### config.mk
export PLATFORM = sky130hd
export DESIGN_NAME = wptr_full_af
export DESIGN_NICKNAME = d
export VERILOG_FILES = /design/src/rtl/fifo_pkg.sv /design/src/rtl/wptr_full_af.sv
export SDC_FILE = /design/constraint.sdc
export NUM_CORES = 1
export LEC_CHECK = 0
export ABC_AREA = 1
export CORE_MARGIN = 2
export CORE_UTILIZATION = 45
export CTS_CLUSTER_SIZE = 12
export DETAILED_ROUTE_END_ITERATION = 10
export PLACE_DENSITY_LB_ADDON = 0.12
export RECOVER_POWER = 50
export SLEW_MARGIN = 20
export SYNTH_ARGS = -nofsm -noshare
export SYNTH_HDL_FRONTEND = slang
export SYNTH_SLANG_ARGS = --single-unit
export TNS_END_PERCENT = 30
### constraint.sdc
create_clock -name wclk -period 4.5 [get_ports wclk]
set_input_delay 0.675 -clock wclk [delete_from_list [all_inputs] [get_ports wclk]]
set_output_delay 0.675 -clock wclk [all_outputs]
set_load 0.1 [all_outputs]
### src/rtl/fifo_pkg.sv
// Shared helpers for the async FIFO pointer blocks: Gray/binary conversion
// and the depth rule. Functions run at full 32-bit width; callers zero-extend and slice.
package fifo_pkg;

  localparam int unsigned CONV_W = 32;

  function automatic int unsigned fifo_depth(input int unsigned aw);
    return 32'd1 << aw;
  endfunction

  function automatic logic [CONV_W-1:0] bin2gray(input logic [CONV_W-1:0] b);
    return b ^ (b >> 1);
  endfunction

  // Each binary bit is the XOR of all Gray bits at or above it. Zero
  // padding above the real width leaves the result unchanged.
  function automatic logic [CONV_W-1:0] gray2bin(input logic [CONV_W-1:0] g);
    logic [CONV_W-1:0] b;
    b = '0;
    for (int i = 0; i < CONV_W; i++) b[i] = ^(g >> i);
    return b;
  endfunction

endpackage

### src/rtl/wptr_full_af.sv
// Write-domain pointer/flag block of the async FIFO: binary address, Gray
// pointer for the synchroniser, full/almost-full, fill estimate, sticky overflow.
module wptr_full_af
  import fifo_pkg::*;
#(
  parameter int unsigned ADDR_WIDTH   = 3,
  parameter int unsigned AFULL_THRESH = 6
) (
  input  logic                  wclk,
  input  logic                  wrst_n,
  input  logic                  winc,
  input  logic [ADDR_WIDTH:0]   wq2_rptr,
  input  logic                  wovf_clr,
  output logic [ADDR_WIDTH-1:0] waddr,
  output logic [ADDR_WIDTH:0]   wptr,
  output logic                  wfull,
  output logic                  walmost_full,
  output logic [ADDR_WIDTH:0]   wlevel,
  output logic                  woverflow
);

  localparam int unsigned PW = ADDR_WIDTH + 1;

  logic [PW-1:0]     r_wbin;
  logic [PW-1:0]     r_wptr;
  logic              r_wfull;
  logic              r_walmost_full;
  logic [PW-1:0]     r_wlevel;
  logic              r_woverflow;

  logic              w_wen;
  logic [PW-1:0]     w_wbinnext;
  logic [CONV_W-1:0] w_gray_full;
  logic [PW-1:0]     w_wgraynext;
  logic [CONV_W-1:0] w_rbin_full;
  logic [PW-1:0]     w_rbin_s;
  logic [PW-1:0]     w_wlevel_next;
  logic [PW-1:0]     w_full_cmp;
  logic              w_wfull_val;
  logic              w_afull_val;

  assign w_wen       = winc & ~r_wfull;
  assign w_wbinnext  = r_wbin + {{ADDR_WIDTH{1'b0}}, w_wen};
  assign w_gray_full = bin2gray(CONV_W'(w_wbinnext));
  assign w_wgraynext = w_gray_full[PW-1:0];

  // Full when the next write pointer is one lap ahead of the synced read
  // pointer: in Gray code that is the top two bits inverted.
  assign w_full_cmp  = {~wq2_rptr[ADDR_WIDTH:ADDR_WIDTH-1], wq2_rptr[ADDR_WIDTH-2:0]};
  assign w_wfull_val = (w_wgraynext == w_full_cmp);

  assign w_rbin_full   = gray2bin(CONV_W'(wq2_rptr));
  assign w_rbin_s      = w_rbin_full[PW-1:0];
  assign w_wlevel_next = w_wbinnext - w_rbin_s;
  assign w_afull_val   = (CONV_W'(w_wlevel_next) >= AFULL_THRESH);

  always_ff @(posedge wclk or negedge wrst_n) begin
    if (!wrst_n) begin
      r_wbin         <= '0;
      r_wptr         <= '0;
      r_wfull        <= 1'b0;
      r_walmost_full <= 1'b0;
      r_wlevel       <= '0;
      r_woverflow    <= 1'b0;
    end else begin
      r_wbin         <= w_wbinnext;
      r_wptr         <= w_wgraynext;
      r_wfull        <= w_wfull_val;
      r_walmost_full <= w_afull_val;
      r_wlevel       <= w_wlevel_next;
      // A dropped write in the same cycle as a clear must not be lost.
      if (winc & r_wfull)  r_woverflow <= 1'b1;
      else if (wovf_clr)   r_woverflow <= 1'b0;
    end
  end

  assign waddr        = r_wbin[ADDR_WIDTH-1:0];
  assign wptr         = r_wptr;
  assign wfull        = r_wfull;
  assign walmost_full = r_walmost_full;
  assign wlevel       = r_wlevel;
  assign woverflow    = r_woverflow;

endmodule

# After elaboration in Yosys (flattened, before gate mapping)
# Index checks and enable logic that the tools add are counted.
dict set report classes {
  n_addsub 2
  n_lt_le_gt_ge 1
  eq_ne 1
  muxes 2
  bitwise_logic 5
  n_reduce_logical 5
}
# operator n
set ops {}
lappend ops {{$reduce_xor A32 Y1} 4}
lappend ops {{$add A4 B1 Y4} 1}
lappend ops {{$eq A4 B4 Y1} 1}
lappend ops {{$ge A4 B3 Y1 const B} 1}
lappend ops {{$sub A4 B4 Y4} 1}
lappend ops {{$xor A4 B3 Y4} 1}
lappend ops {{$and A1 B1 Y1} 2}
lappend ops {{$mux W1} 2}
lappend ops {{$not A2 Y2} 1}
lappend ops {{$reduce_bool A2 Y1} 1}
lappend ops {{$not A1 Y1} 1}
dict set report word_totals {
  reg_bits 15
  in_bits 8
  out_inout_bits 14
  word_cells 22
}

# Longest topological paths before layout
dict set report depth {
  ltp_word 5
  ltp_mapped 13
  depth_no_buf 13
}

# Least setup slack after synthesis
# No wires, ideal clock.
dict set report synth_timing {
  path_type {register to register}
  from {register r_wfull, in the netlist wfull}
  to {register r_walmost_full, in the netlist walmost_full}
  setup_time_ns 0.126
  arrival_ns 2.398
  t_required_ns 4.374
  path_slack_ns 1.976
  stages_incl_launch_ff 9
  n_path_buf 0
  period_less_slack_ns 2.524
  cell_sequence {dfrtp_1 nor2_1 ha_1 ha_1 inv_1 fa_1 xnor2_1 nand2_1 nand3_1}
}
dict set report synth_via {
  elab_chain_cells 5
}
# element line_no
set synth_rtl {}
lappend synth_rtl {{from (decl)} wptr_full_af.sv:26} ;# logic r_wfull;
lappend synth_rtl {{from (signal assigned)} wptr_full_af.sv:68} ;# r_wfull <= w_wfull_val;
lappend synth_rtl {{$not A1 Y1} wptr_full_af.sv:42} ;# assign w_wen = winc & ~r_wfull;
lappend synth_rtl {{$and A1 B1 Y1} wptr_full_af.sv:42}
lappend synth_rtl {{$add A4 B1 Y4} wptr_full_af.sv:43} ;# assign w_wbinnext = r_wbin + {{ADDR_WIDTH{1'b0}}, w_wen};
lappend synth_rtl {{net w_wbinnext[1]} wptr_full_af.sv:32} ;# logic [PW-1:0] w_wbinnext;
lappend synth_rtl {{$sub A4 B4 Y4} wptr_full_af.sv:54} ;# assign w_wlevel_next = w_wbinnext - w_rbin_s;
lappend synth_rtl {{net w_wlevel_next[2]} wptr_full_af.sv:37} ;# logic [PW-1:0] w_wlevel_next;
lappend synth_rtl {{$ge A4 B3 Y1} wptr_full_af.sv:55} ;# assign w_afull_val = (CONV_W'(w_wlevel_next) >= AFULL_THRESH);
lappend synth_rtl {{net w_afull_val} wptr_full_af.sv:40} ;# logic w_afull_val;
lappend synth_rtl {{to (signal assigned)} wptr_full_af.sv:69} ;# r_walmost_full <= w_afull_val;
lappend synth_rtl {{to (decl)} wptr_full_af.sv:27} ;# logic r_walmost_full;
# The timed path passes the listed nets, and every way through them passes these cells.
# A chain may end at the register's enable or synchronous reset.

# Worst setup path in the final report
dict set report layout_timing {
  from {input winc}
  to {register r_walmost_full, in the netlist walmost_full}
}
dict set report layout_via {
  elab_chain_cells 4
}
# element line_no
set layout_rtl {}
lappend layout_rtl {{from (decl)} wptr_full_af.sv:11} ;# input logic winc,
lappend layout_rtl {{$and A1 B1 Y1} wptr_full_af.sv:42}
lappend layout_rtl {{$add A4 B1 Y4} wptr_full_af.sv:43}
lappend layout_rtl {{net w_wbinnext[1]} wptr_full_af.sv:32}
lappend layout_rtl {{$sub A4 B4 Y4} wptr_full_af.sv:54}
lappend layout_rtl {{net w_wlevel_next[2]} wptr_full_af.sv:37}
lappend layout_rtl {{$ge A4 B3 Y1} wptr_full_af.sv:55}
lappend layout_rtl {{net w_afull_val} wptr_full_af.sv:40}
# The timed path passes the listed nets, and every way through them passes these cells.

==> results.json <==
{
  "run_status": "completed",
  "routed-via-count": 668,
  "number_of_endpoints_with_negative_hold_slack_in_the_final_report": 0,
  "grt_start_max_net_pins": 15,
  "synth_largest_type_area_fraction": 0.457,
  "worst_ep_arrival_time_ns": 2.86,
  "dp.final_hpwl_um": 1230,
  "fillers": 140,
  "critical_register_to_register_path_startpoint": "wfull",
  "htree_levels": 1,
  "routed_via_density": 5.10,
  "reg2regPathDepth": 11,
  "floorplan.die.height_um": 45.3,
  "synth-seq-cells": 14,
  "yosys-top-cells-area": "dfrtp_1, nand2_1, nand3_1",
  "cts_setup_buffers": 0,
  "worst_hold_path_type": "reg -> reg",
  "synth_largest_area_cell": "dfrtp_1",
  "antenna_cells": 0,
  "synthesis.yosys.warnings": 0,
  "clock_latency_ns": 0.29,
  "numPortBuffers": 21,
  "final_common_cell": "nand2_1",
  "post_cts_hold_buffer_count": 0,
  "antenna_violating_nets_post_route": 0,
  "finalMaxSlewViolations": 0,
  "regToRegSetupSlack_ns": 2.44,
  "cp.required_ns": 4.72,
  "design.die.area_sq_um": 2050,
  "io_pins": 22,
  "avgRoutedWirePerCell_um": 11.7,
  "first_pass_iters": 4,
  "core_area_sq_um": 1560,
  "grt.overflow.total": 0,
  "crit_path_start_kind": "primary input",
  "first_pass_grt_wire_length_um": 2550,
  "clock_sinks": 14,
  "mostFrequentLayoutCells": "nand2_1, clkdlybuf4s50_1, inv_1",
  "cts.path.max_buffers": 2,
  "post_synth_instance_area_sq_um": 767,
  "synthesis.nets": 104,
  "worst_setup_path_end_kind": "flip-flop",
  "first_global_vias": 589,
  "cap_violations": 0,
  "chip_width_um": 45.3,
  "initial_core_util": 0.492,
  "total_length_of_routed_wires_um": 1530,
  "detail_route.drc_violations": 0,
  "grtUsageTotal": 0.175,
  "worstPathMaxFanout": 5,
  "final.setup.worst_slack_ns": 1.86,
  "fmaxAchievable_mhz": 379,
  "post_synth_num_cell_types": 15,
  "critical_path.endpoint": "walmost_full",
  "timing_worst_setup_path_type": "in -> reg",
  "antenna_found_initial": 0,
  "final.hold.worst_slack_ns": 0.535,
  "time_the_worst_path_needs_with_i_o_delays_and_setup_ns": 2.64,
  "ys_seq_area_frac": 0.457,
  "worst_r2r_endpoint": "walmost_full",
  "final_layout_size_suffix_gt1_frac": 0.0609,
  "startpoint": "winc",
  "cts_resized": 0,
  "syn2layout_area_growth_pct": 33.4,
  "detailedPlace.worstSlack_ns": 1.67,
  "cts-buffers-inserted": 3,
  "tritoncts": "done",
  "worst_slew_margin_relative_to_its_limit": 0.348,
  "setup_viol_count_final": 0,
  "design.final.nets": 130,
  "starting_drc_count_in_detailed_routing": 6,
  "timing.clock.skew_ns": 0.00583,
  "worst_setup_hold_path_clk_slew_ns": 0.09,
  "placementRows": 14,
  "min_period_over_period": 0.587,
  "max_slew.worst_pin.slew_ns": 0.975,
  "buffer_cell_driving_the_clock_tree_root": "clkbuf_4",
  "syn_avg_cell_area_sq_um": 8.52,
  "gp_congestion": 0.798,
  "syn-instance-count": 90,
  "finalSetupTns_ns": 0,
  "rsz0062_at_grt": "no"
}
final cells by class:
| cell class | instances | area [sq um] | share of cell area |
|---|---|---|---|
| clock buffers | 4 | 36.3 | 0.0355 |
| flip-flops and latches | 14 | 350 | 0.342 |
| repair buffers | 21 | 210 | 0.205 |
| well taps | 16 | 20.0 | 0.0196 |
| inverters | 17 | 63.8 | 0.0623 |
| multi-input cells | 59 | 343 | 0.335 |
critical path: stages:
cell and delay [ns]:
dlygate4sd3_1 0.55, inv_1 0.06, nor2_1 0.04, ha_1 0.22
ha_1 0.39, inv_1 0.12, fa_1 0.45, xnor2_1 0.20
nand2_1 0.07, nand3_1 0.09
cells in the mapped netlist, drive strengths merged:
master / count
nor2: 3
nand2: 27
nand3b: 1
inv: 17
xnor2: 2
fa: 1
nand3: 14
ha: 5
xor2: 2
nand4: 2
o21ai: 2
dfrtp: 14
per-stage QoR:
step	std cells	util	area, sq um
after detailed placement	127	0.640	997
after floorplan	90	-	767
after global placement	127	0.640	997
final	131	0.657	1020
after global routing	131	0.657	1020
after CTS	131	0.663	1030
cell families (layout without fill, tap and decap cells):
kind of cell / after synthesis / count (layout) / share of synthesized area
compound gates: 2 / 2 / 0.0131
xor+xnor: 4 / 4 / 0.0653
flops: 14 / 14 / 0.457
simple gates: 47 / 47 / 0.274
fa+ha+maj: 6 / 6 / 0.108
buf+inv: 17 / 42 / 0.0832
how the worst min path moves through the flow:
stage / start / end / cells after the start
6_report: wfull / woverflow / 2
5_1_grt: woverflow / woverflow / 2
4_1_cts: wfull / woverflow / 2
3_5_place_dp: wfull / woverflow / 2
3_3_place_gp: wfull / woverflow / 2
2_1_floorplan: wrst_n / r_wbin[0] / 0
flip-flops by register name, indices dropped and copies added, names as in the netlist:
signal / count
wlevel: 4
wfull: 1
woverflow: 1
walmost_full: 1
wptr: 3
r_wbin: 4
layer usage:
layer,routed length (um),part of all wire,global-route usage
met3,55,0.036,0.0280
met2,751,0.49,0.280
met4,25,0.016,0.0706
met5,0,0,0
met1,699,0.46,0.236
Power is not shown: default switching activity piles up to over one toggle a cycle in this logic, so the estimate is an artifact.
